<file path="src/rtl/clock_set_ctrl.sv">
// Time-setting controller: debounces mode/inc keys, sequences RUN/SET_HRS/SET_MIN,
// divides clk into seconds ticks and emits field increment pulses. Auto-repeat: CLOCK_SET_AUTOREPEAT_EN.
module clock_set_ctrl #(
    parameter int CLK_HZ        = 1000,
    parameter int DEB_CYCLES    = 20,
    parameter int BLINK_CYCLES  = 500,
    parameter int REPEAT_CYCLES = 250
) (
    input  logic       clk,
    input  logic       rst,
    input  logic       key_mode,
    input  logic       key_inc,
    output logic       sec_tick,
    output logic       sec_clr,
    output logic       inc_hrs,
    output logic       inc_min,
    output logic [1:0] mode,
    output logic       blink
);

    typedef enum logic [1:0] {
        RUN     = 2'b00,
        SET_HRS = 2'b01,
        SET_MIN = 2'b10
    } state_t;

    localparam int PW = $clog2(CLK_HZ);
    localparam int DW = $clog2(DEB_CYCLES + 1);
    localparam int BW = $clog2(BLINK_CYCLES + 1);
    localparam logic [PW-1:0] PRE_LAST   = PW'(CLK_HZ - 1);
    localparam logic [DW-1:0] DEB_LAST   = DW'(DEB_CYCLES - 1);
    localparam logic [BW-1:0] BLINK_LAST = BW'(BLINK_CYCLES - 1);

    logic [1:0]    raw;
    logic [1:0]    deb_lvl_p0;
    logic [1:0]    deb_lvl_p1;
    logic [DW-1:0] deb_cnt [2];
    logic [1:0]    press;
    logic          press_mode;
    logic          press_inc;
    state_t        state;
    state_t        state_next;
    logic          is_set;
    logic          rep_fire;
    logic          inc_hrs_next;
    logic          inc_min_next;
    logic          sec_clr_next;
    logic [PW-1:0] presc;
    logic [BW-1:0] blink_cnt;

    // Stage p0: debounced levels; p1: previous levels for edge detection
    assign raw = {key_inc, key_mode};

    always_ff @(posedge clk) begin
        if (rst) begin
            deb_lvl_p0 <= '0;
            deb_lvl_p1 <= '0;
            for (int k = 0; k < 2; k++) deb_cnt[k] <= '0;
        end else begin
            deb_lvl_p1 <= deb_lvl_p0;
            for (int k = 0; k < 2; k++) begin
                if (raw[k] == deb_lvl_p0[k]) begin
                    deb_cnt[k] <= '0;
                end else if (deb_cnt[k] == DEB_LAST) begin
                    deb_lvl_p0[k] <= raw[k];
                    deb_cnt[k]    <= '0;
                end else begin
                    deb_cnt[k] <= deb_cnt[k] + 1'b1;
                end
            end
        end
    end

    // A mode press always wins over a simultaneous inc press
    assign press      = deb_lvl_p0 & ~deb_lvl_p1;
    assign press_mode = press[0];
    assign press_inc  = press[1] & ~press[0];
    assign is_set     = (state == SET_HRS) || (state == SET_MIN);

`ifdef CLOCK_SET_AUTOREPEAT_EN
    localparam int RW = $clog2(REPEAT_CYCLES);
    localparam logic [RW-1:0] REP_LAST = RW'(REPEAT_CYCLES - 1);

    logic [RW-1:0] rep_cnt;

    assign rep_fire = is_set && deb_lvl_p0[1] && !press[1] && !press_mode && (rep_cnt == REP_LAST);

    always_ff @(posedge clk) begin
        if (rst || !is_set || !deb_lvl_p0[1] || press[1] || press_mode || rep_fire)
            rep_cnt <= '0;
        else
            rep_cnt <= rep_cnt + 1'b1;
    end
`else
    logic unused_repeat;

    // REPEAT_CYCLES only matters when auto-repeat is built in
    assign rep_fire      = 1'b0;
    assign unused_repeat = (REPEAT_CYCLES > 0);
`endif

    always_ff @(posedge clk) begin
        if (rst) state <= RUN;
        else     state <= state_next;
    end

    always_comb begin
        state_next   = state;
        inc_hrs_next = 1'b0;
        inc_min_next = 1'b0;
        sec_clr_next = 1'b0;
        case (state)
            RUN:     if (press_mode) state_next = SET_HRS;
            SET_HRS: begin
                if (press_mode) state_next = SET_MIN;
                inc_hrs_next = press_inc || rep_fire;
            end
            SET_MIN: begin
                if (press_mode) state_next = RUN;
                inc_min_next = press_inc || rep_fire;
                sec_clr_next = press_mode;
            end
            default: state_next = RUN;
        endcase
    end

    // Stage p2: registered pulse outputs, prescaler and blink phase
    always_ff @(posedge clk) begin
        if (rst) begin
            inc_hrs <= 1'b0;
            inc_min <= 1'b0;
            sec_clr <= 1'b0;
        end else begin
            inc_hrs <= inc_hrs_next;
            inc_min <= inc_min_next;
            sec_clr <= sec_clr_next;
        end
    end

    // Prescaler sits at 0 outside RUN so the first RUN cycle always sees 0
    always_ff @(posedge clk) begin
        if (rst || state != RUN || state_next != RUN)
            presc <= '0;
        else if (presc == PRE_LAST)
            presc <= '0;
        else
            presc <= presc + 1'b1;
    end

    assign sec_tick = (state == RUN) && (presc == PRE_LAST);

    always_ff @(posedge clk) begin
        if (rst || state_next != state || state_next == RUN) begin
            blink_cnt <= '0;
            blink     <= 1'b0;
        end else if (blink_cnt == BLINK_LAST) begin
            blink_cnt <= '0;
            blink     <= ~blink;
        end else begin
            blink_cnt <= blink_cnt + 1'b1;
        end
    end

    assign mode = state;

endmodule

</file>
<file path="config.mk">
export PLATFORM = sky130hd
export DESIGN_NAME = clock_set_ctrl
export DESIGN_NICKNAME = d
export VERILOG_FILES = /design/src/rtl/clock_set_ctrl.sv
export SDC_FILE = /design/constraint.sdc
export NUM_CORES = 1
export LEC_CHECK = 0
export ABC_AREA = 1
export CAP_MARGIN = 10
export CELL_PAD_IN_SITES_DETAIL_PLACEMENT = 0
export CELL_PAD_IN_SITES_GLOBAL_PLACEMENT = 1
export CORE_MARGIN = 1.5
export CORE_UTILIZATION = 40
export DETAILED_ROUTE_END_ITERATION = 8
export GPL_TIMING_DRIVEN = 1
export PLACE_DENSITY = 0.77
export SETUP_SLACK_MARGIN = 0.15
export SYNTH_ARGS = -nofsm -noshare
export SYNTH_HDL_FRONTEND = slang
export SYNTH_SLANG_ARGS = --single-unit
</file>
<file path="constraint.sdc">
create_clock -name clk -period 1.9 [get_ports clk]
set_input_delay 0.19 -clock clk [delete_from_list [all_inputs] [get_ports clk]]
set_output_delay 0.19 -clock clk [all_outputs]
set_load 0.01 [all_outputs]
</file>
After elaboration in Yosys (flattened, before gate mapping)
Memories as Yosys holds them, arrays and structs flattened.
Cells that the tools add are included.
Widths: inputs -> output; s select.
- input bits: 4
- output and inout port bits: 7
- register bits: 29
- memory bits (writable): 10
- memory bits (read-only): 0
- latch bits: 0
- memories: 1
- multiply operators: 0
- div/mod/pow operators: 0
- eq/ne operators: 9
- reductions and logical operators: 15
- add/subtract/negate cells: 4
- shifts and indexed selects: 0
- multiplexer cells: 34
- bitwise logic cells: 15
- $lt $le $gt $ge: 0
- memories (name ; words ; width ; rd ports ; clocked after Yosys merged registers in ; write ports ; RTL line ; RTL):
    deb_cnt ; 2 ; 5 ; 2 ; 0 ; 2 ; 37 ; logic [DW-1:0] deb_cnt [2];
- operator list (kind ; number):
    $mux 5 ; 6
    $mux 1 ; 24
    $add 10x1->10 const B ; 1
    $add 5x1->5 const B ; 2
    $eq 10x10->1 const B ; 1
    $eq 5x5->1 const B ; 2
    $add 9x1->9 const B ; 1
    $eq 9x9->1 const B ; 1
    $reduce_or 2->1 ; 4
    $mux 2 ; 3
    $not 1->1 ; 6
    $or 1x1->1 ; 6
    $pmux 2 s3 ; 1
    $logic_not 2->1 ; 2
    $logic_or 1x1->1 ; 4
    $reduce_and 2->1 ; 2
    $reduce_bool 2->1 ; 2
    $and 2x2->2 ; 1
    $eq 1x1->1 ; 2
    $eq 2x1->1 const B ; 1
    $eq 2x2->1 const B ; 1
    $ne 2x2->1 ; 1
    $not 2->2 ; 1
    $and 1x1->1 ; 1
    $logic_and 1x1->1 ; 1

Longest topological paths before layout
- depth in word-level cells: 8
- depth in mapped cells: 8

Least setup slack after synthesis
OpenSTA, ideal clock, no wires.
- path kind: reg-to-output
- start point: reg presc[0]
- end point: out sec_tick
- arrival: 1101 ps
- path buffers: 0
- path slack: 609 ps
- required time: 1710 ps
- cell stages (with the launch flop): 4
- cell sequence: dfxtp_1 -> ha_1 -> nand3_1 -> nor4_1
- longest elaborated chain between the ends: 2
- ends and longest elaborated chain (item ; RTL line ; RTL):
    from (decl) ; 48 ; logic [PW-1:0] presc;
    from (signal assigned) ; 147 ; presc <= presc + 1'b1;
    $eq 10x10->1 ; 150 ; assign sec_tick = (state == RUN) && (presc == PRE_LAST);
    $logic_and 1x1->1 ; 150 ;
    to (decl) ; 13 ; output logic sec_tick,
Every way passes these cells.

Worst setup path in the final report
Same ends and word-level chain as after synthesis.

==> flow_summary_export.csv <==
group,metric,value,unit
synth,synth.cell_area,1810,um2
synth,ys.flop_type,"dfxtp_1",
finish,final_cells,318,
placed_design,placed_cell_area,2030,um2
route,drc,0,
worst_hold_path,hp-class,"reg2reg",
finish,final_layout_size_suffix_gt1_share,7.89,%
finish,nets,273,
synth,synth-seq-cells,39,
worst_setup_path,critPathRequiredTime,1.71,ns
die,die_h,70.3,um
grt,grt_usage,13.4,%
synth,synth-edff-count,10,
route,wl_met3,99,um
grt,gr-total-overflow,0,
placed_design,place_ws,0.245,ns
finish,syn_to_final_growth,16.4,%
timing,max_freq,655,MHz
die,ios,11,
synth,synth.top_cells.by_area,"dfxtp_1 (32%), edfxtp_1 (17%), nor2_1 (12%)",
route,post_drt_wl_per_cell,9.26,um
timing,finClkSkew,0.00551,ns
die,die_w,70.3,um
clock_tree,cts_resized,1,
die,rows,24,
clock_tree,htreeDepth,2,
timing,slew_violations,0,
worst_setup_path,critical_path_class,"reg2out",
die,core,4350,um2
timing,fin_crit,1.53,ns
worst_setup_path,critPathCaptureType,"output port",
worst_setup_path,cp.arrival,1.34,ns
synth,synth.avg_cell_area,7.64,um2
route,wl_met2,1230,um
finish,fin_util,48.4,%
clock_tree,cts_setup_buffers,0,
clock_tree,cts_tree,"built",
timing,rsz0062_at_grt,"false",
placed_design,dpl.hpwl,2220,um
synth,synth-async-reset-ratio,0,%
pwr,power_leakage,0.806,nW
route,vias,1403,
timing,finalWorstSetupSlack,0.374,ns
route,met1Wirelength,1540,um
pwr,powerDensity,712,nW/um2
die,initial_core_util,41.6,%
synth,post-synth-top-area-cell,"dfxtp_1",
synth,yosys_warnings,0,
clock_tree,cts_hold_buffers,0,
outcome,status,"finished, final reports clean",
placed_design,portBuffers,10,
worst_setup_path,startpoint_type,"register",
placed_design,dp_cells,310,
synth,yosysSeqAreaShare,48.6,%
pwr,ir_worst_vdd,0.000407,V
route,postRouteAntennaNets,0,
pwr,power,1.50,mW
clock_tree,cts.clk_slew.worst_paths,0.07,ns
finish,fin_area,2110,um2
clock_tree,worstSkewPairLatency,0.29,ns
route,first_pass_iters,6,
clock_tree,cts_sinks,39,
die,dieArea,4940,um2
synth,netlist_instances,237,
route,viasPerCell,4.41,
grt,grt_max_degree,12,
placed_design,gp_congestion,0.723,
timing,finalCritPeriodShare,80.3,%
clock_tree,cts_buffers,5,
worst_setup_path,worstPathMaxFanout,3,
finish,antennaDiodeCount,0,
timing,setup_viol,0,
route,drt-initial-drc-count,59,
timing,whs,0.448,ns
clock_tree,ctsLongestPathBuffers,2,
route,highest_layer,"met4",
synth,synth.top_cell.area_share,32.0,%
grt,grt_pass1_wl,5240,um
timing,tns,0,ns
timing,finalHoldViolCount,0,
run,drv_cap,0,
synth,synth_cell_type_count,25,
clock_tree,cts_root_buf,"clkbuf_8",
grt,grt_pass1_vias,1268,
grt,antenna_found_initial,0,
route,wl,2940,um
==> where the power goes <==
part / internal [mW] / switching, mW
Clock: 0.257 / 0.275
Sequential: 0.875 / 0.0164
Combinational: 0.0334 / 0.0455
==> critical path, cell delays in order, from the launching register on <==
cell and delay [ns]:
dfxtp_1 0.37, ha_1 0.18, nand3_1 0.08, nor4_2 0.25, clkbuf_2 0.17
==> state kept, by name, summed over array words and instances (netlist names) <==
register / count
blink: 1
blink_cnt: 9
deb_cnt: 10
deb_lvl_p0: 2
deb_lvl_p1: 2
inc_hrs: 1
inc_min: 1
mode: 2
presc: 10
sec_clr: 1
==> layer usage <==
layer | track usage (%) | up-vias
met5 | 0 | -
met4 | 7.05 | 0
met3 | 4.04 | 8
met2 | 20.0 | 18
met1 | 17.4 | 589
li1 | - | 788
==> kinds of logic after synthesis <==
logic type | synth area share (%)
compound gates | 3.59
xor+xnor | 5.32
fa+ha+maj | 2.76
buf+inv | 6.63
flops | 48.6
other cells | 0.207
simple gates | 32.9
==> area by class of cell <==
cell class / count / area, um2
clock inverters: 1 / 5.00
flip-flops and latches: 39 / 881
fillers: 453 / 2250
repair buffers: 12 / 110
multi-input cells: 175 / 851
clock buffers: 7 / 76.3
inverters: 32 / 120
well taps: 52 / 65.1
==> cells in the final DEF, fill, tap and decap left out, types with 2 or more instances in the layout <==
cell type        instances
o21ai_0                  3
conb_1                  10
nor3_1                   5
nand3_2                  2
a31oi_1                  2
nand2_1                 46
nand4_1                  2
clkbuf_1                 2
ha_1                     4
or2_2                    2
inv_2                    3
a21oi_1                  3
xor2_1                   9
buf_4                    2
nand2_2                  2
clkdlybuf4s50_1          9
nand3_1                 19
dfxtp_1                 29
inv_1                   29
xnor2_1                  2
clkbuf_8                 5
edfxtp_1                10
nor2_1                  57
o21a_1                   2
==> synthesized netlist by cell type (all sizes together), types with 2 or more instances <==
master / number
nand3: 21
nor3: 5
nand4: 2
xor2: 9
xnor2: 2
nor2: 59
nand2: 48
inv: 32
o21a: 2
or2: 2
dfxtp: 29
edfxtp: 10
o21ai: 3
ha: 4
a21oi: 3
a31oi: 2
==> worst paths after layout <==
check / depth (start not counted) / to / slack, ns / from
worst max-delay path: 4 / sec_tick / 0.37 / presc[0]
worst min-delay path: 1 / blink_cnt[0] / 0.45 / blink_cnt[0]
worst max register to register: 4 / deb_cnt[1][2] / 0.56 / deb_cnt[1][0]
worst min register to register: 1 / blink_cnt[0] / 0.45 / blink_cnt[0]
Note: power is estimated with default switching activity, not from simulation.
